--- src/rtl/mult_share_scheduler.sv ---
// Round-robin front end that time-shares one cyclic_multiplier between N requesters.
// Optional MULT_SHARE_PERF_EN adds saturating busy-cycle and completed-response counters.
module mult_share_scheduler #(
    parameter  int N   = 4,
    parameter  int W   = 4,
    localparam int IDW = $clog2(N)
) (
    input  logic           clk,
    input  logic           rst_n,
    input  logic [N-1:0]   req_valid,
    input  logic [N*W-1:0] req_a,
    input  logic [N*W-1:0] req_b,
    output logic [N-1:0]   req_ready,
    output logic           mult_load,
    output logic [W-1:0]   mult_a,
    output logic [W-1:0]   mult_b,
    input  logic [2*W-1:0] mult_p,
    input  logic           mult_valid,
    output logic           rsp_valid,
    output logic [IDW-1:0] rsp_id,
    output logic [2*W-1:0] rsp_p,
    input  logic           rsp_ready
`ifdef MULT_SHARE_PERF_EN
    ,
    output logic [31:0]    perf_busy,
    output logic [15:0]    perf_done
`endif
);

    typedef enum logic [1:0] {IDLE, ISSUE, WAIT, RESP} state_t;

    state_t         state, state_d;
    logic [IDW-1:0] rr_ptr, id_q, gnt_id;
    logic [W-1:0]   a_q, b_q;
    logic [2*W-1:0] p_q;
    logic [N-1:0]   gnt;
    logic           found;
    int             idx;

    // First valid requester at or after rr_ptr, wrapping explicitly at N-1.
    always_comb begin
        gnt    = '0;
        gnt_id = '0;
        found  = 1'b0;
        idx    = 0;
        for (int k = 0; k < N; k++) begin
            idx = int'(rr_ptr) + k;
            if (idx >= N) idx = idx - N;
            if (!found && req_valid[idx]) begin
                found    = 1'b1;
                gnt[idx] = 1'b1;
                gnt_id   = IDW'(idx);
            end
        end
    end

    always_comb begin
        state_d   = state;
        req_ready = '0;
        mult_load = 1'b0;
        rsp_valid = 1'b0;
        case (state)
            IDLE: begin
                req_ready = gnt;
                if (found) state_d = ISSUE;
            end
            ISSUE: begin
                mult_load = 1'b1;
                state_d   = WAIT;
            end
            WAIT: if (mult_valid) state_d = RESP;
            RESP: begin
                rsp_valid = 1'b1;
                if (rsp_ready) state_d = IDLE;
            end
            default: state_d = IDLE;
        endcase
    end

    always_ff @(posedge clk or negedge rst_n) begin
        if (!rst_n) begin
            state  <= IDLE;
            rr_ptr <= '0;
            id_q   <= '0;
            a_q    <= '0;
            b_q    <= '0;
            p_q    <= '0;
        end else begin
            state <= state_d;
            if (state == IDLE && found) begin
                id_q <= gnt_id;
                a_q  <= req_a[int'(gnt_id)*W +: W];
                b_q  <= req_b[int'(gnt_id)*W +: W];
            end
            if (state == WAIT && mult_valid) p_q <= mult_p;
            if (state == RESP && rsp_ready)
                rr_ptr <= (id_q == IDW'(N-1)) ? '0 : id_q + 1'b1;
        end
    end

    assign mult_a = a_q;
    assign mult_b = b_q;
    assign rsp_id = id_q;
    assign rsp_p  = p_q;

`ifdef MULT_SHARE_PERF_EN
    always_ff @(posedge clk or negedge rst_n) begin
        if (!rst_n) begin
            perf_busy <= '0;
            perf_done <= '0;
        end else begin
            if (state != IDLE && perf_busy != '1) perf_busy <= perf_busy + 1'b1;
            if (rsp_valid && rsp_ready && perf_done != '1) perf_done <= perf_done + 1'b1;
        end
    end
`endif

endmodule
--- config.mk ---
export PLATFORM = sky130hd
export DESIGN_NAME = mult_share_scheduler
export DESIGN_NICKNAME = d
export VERILOG_FILES = /design/src/rtl/mult_share_scheduler.sv
export SDC_FILE = /design/constraint.sdc
export NUM_CORES = 1
export LEC_CHECK = 0
export CORE_MARGIN = 2
export CORE_UTILIZATION = 38
export DETAILED_ROUTE_END_ITERATION = 7
export GPL_TIMING_DRIVEN = 1
export PLACE_DENSITY = 0.77
export SKIP_CTS_REPAIR_TIMING = 1
export SYNTH_ARGS = -nofsm -noshare
export SYNTH_HDL_FRONTEND = slang
export SYNTH_SLANG_ARGS = --single-unit
--- constraint.sdc ---
create_clock -name clk -period 2.93 [get_ports clk]
set_clock_uncertainty 0.15 [all_clocks]
set_input_delay 0.586 -clock clk [delete_from_list [all_inputs] [get_ports clk]]
set_output_delay 0.586 -clock clk [all_outputs]
set_load 0.01 [all_outputs]
==> out/results.txt <==
Fmax - 324 MHz
Worst path arrival time - 2.35 ns
GRT busiest layer - met2
Via density - 5.22
Worst r2r path cells - 12
Initial drt markers - 93
CTS Sinks - 22
Max_cap viols - 0
Number of diodes - 0
Syn Area/Cell - 10.5 µm²
Pwr/cell area - 1040 nW/µm²
Leading area contributor after synthesis - dfrtp_1
Cell variety after synth - 40
Synth warnings - 0
Final min period - 3.09 ns
Top_reg_cell synth - dfrtp_1
Max VDD drop - 0.505 mV
GR Util met2 - 32.6%
Most common cell after layout, fill and taps aside - clkdlybuf4s50_1
Critical Path Start - rr_ptr[1]$_DFFE_PN0P_
ANT nets after route - 0
Number of core rows - 23
R2r startpoint - rr_ptr[1]$_DFFE_PN0P_
Fin. max-slew vios - 0
Fin nets - 304
Worst slew margin - 73.8%
Core area - 4030 µm²
Status - finished, violations left
Crit path to - req_ready[0]
Worst Path Required - 2.19 ns
Cell area after synthesis - 1600 µm²
Mapped Nets - 211
Final setup margin - -0.157 ns
Startpoint type of the worst setup path - register
Die X - 68.9 µm
Setup TNS - -0.599 ns
Gpl congestion - 0.770
Crit path kind - reg -> out
RSZ-0062 raised after global routing - true
Met3 Use GR - 3.90%
WL/cell - 14.2 µm
Io pins - 72
Met1 track utilization from global routing - 22.5%
Clk_lat worst skew - 0.26 ns
Number of synthesized flops with an enable pin - 0
Vias in the first global route - 1529
All-Layer GR Usage - 18.4%
Period utilization - 105%
Post-synth top area share - 34.4%
Flop2flop setup slack - 0.15 ns
Final setup violation count - 4
Initial Util - 39.7%
Buffers on Ports - 71
Die Height - 68.9 µm
Mapped Cells - 153
Total Power - 2.72 mW
Worst slack at placement - -0.543 ns
Layout cells sized above 1 - 23.3%
Register bit total from synthesis - 22
Max Fanout on Critical Path - 5
Post-detail-place hpwl - 3.16 mm
H-tree Lvls - 1
Post-Route WL - 4.18 mm
Ys async rst share - 100%
Clk buf depth - 2
Initial DRT Pass Iterations - 4
Failing checks - negative setup slack
P_leak - 1.16 nW
Crit path capture type - output pin
Area growth from synthesis to layout - 63.3%
FF-to-FF End - mult_b[1]$_DFFE_PN0P_
Register area share after synthesis - 34.4%
Root buffer cell - clkbuf_8
Initial antenna violation count - 0
Die area - 4750 µm²
Final Hold Fails - 0
First-pass GRT wire length - 6.74 mm
Commonest non-fill, non-tap cells in the layout - clkdlybuf4s50_1, buf_4, dfrtp_1, mux2i_1, nand2_1
Drt drc - 0
Worst-margin pin slew - 0.383 ns
Clock transition at path regs - 0.08 ns
Largest net degree at the start of global routing - 23
Hold Crit Class - reg -> reg
Vias - 1541
CTS Buf Count - 3
Total overflow reported by the global router - 0
TritonCTS clock tree - yes
Area contributors post-synth - dfrtp_1, mux2i_1, ha_1
-- cell usage after synthesis, drive strengths merged (2+ instances only) --
cell type,count
nor2b,8
a221oi,4
buf,7
mux4,2
o221ai,8
a211oi,2
nand2b,2
mux2,10
nor2,10
ha,10
o21ai,6
dfrtp,22
mux2i,20
a22oi,4
inv,5
nand2,18
-- kinds of logic (layout without fill, tap and decap cells) --
kind of cell	after synthesis	in the layout	synth area share (%)
AOI/OAI and AO/OA	32	32	16.0
xor gates and xnor gates	1	1	0.547
adders and majority gates	10	10	7.82
buffers and inverters	13	105	4.85
DFF	22	22	34.4
muxes	32	32	23.1
and+or+nand+nor	43	43	13.2
-- metal layers --
layer | share of wire [%] | up-vias
met4 | 0.74 | 0
met2 | 52 | 51
met1 | 41 | 728
met3 | 6.0 | 4
li1 | - | 758
met5 | 0 | -
-- metrics by stage --
stage / utilization [%] / instances / instance area (µm²) / hold WS, ns
CTS: 63.7 / 292 / 2570 / 0.351
detailed placement: 62.0 / 288 / 2500 / 0.327
floorplan: - / 153 / 1610 / 0.140
global placement: 62.0 / 288 / 2500 / 0.320
finish: 64.9 / 295 / 2610 / 0.347
global route: 64.9 / 295 / 2610 / 0.375
-- critical path: stages, from the launching register on --
cell and delay (ns):
dfrtp_1 0.37, inv_2 0.06, ha_4 0.27, mux4_2 0.55, buf_6 0.15, nor2b_4 0.16, a22oi_1 0.10, nor2_1 0.15
a221oi_2 0.05, nor2b_1 0.11, buf_2 0.13
-- layout make-up --
| cell class | count | area, µm² |
|---|---|---|
| multi-input combinational | 118 | 1000 |
| clock buffer | 3 | 41.3 |
| timing repair buffer | 96 | 905 |
| sequential | 22 | 552 |
| inverter | 5 | 21.3 |
| tap | 50 | 62.6 |
| clock inverter | 1 | 30.0 |
| fill | 341 | 1420 |
-- flip-flops by register name, indices dropped and copies added (netlist names) --
name and count:
rsp_p 8, mult_a 4, mult_b 4, rr_ptr 2, rsp_id 2, state 2
-- where the power goes --
part	internal, mW	switching (mW)
combinational	1.03	0.859
clock	0.182	0.102
sequential	0.462	0.0907
-- how the worst min path moves through the flow --
stage                     startpoint               endpoint  slack (ns)  cells past startpoint
6_report       mult_a[2]$_DFFE_PN0P_  mult_a[2]$_DFFE_PN0P_        0.35                      2
5_1_grt         rsp_p[4]$_DFFE_PN0P_   rsp_p[4]$_DFFE_PN0P_        0.38                      1
4_1_cts        mult_a[2]$_DFFE_PN0P_  mult_a[2]$_DFFE_PN0P_        0.35                      2
3_5_place_dp   mult_b[2]$_DFFE_PN0P_  mult_b[2]$_DFFE_PN0P_        0.33                      2
3_3_place_gp   mult_a[1]$_DFFE_PN0P_  mult_a[1]$_DFFE_PN0P_        0.32                      2
2_1_floorplan                  rst_n  mult_a[0]$_DFFE_PN0P_        0.14                      0
Note: power is estimated with default switching activity, not from simulation.
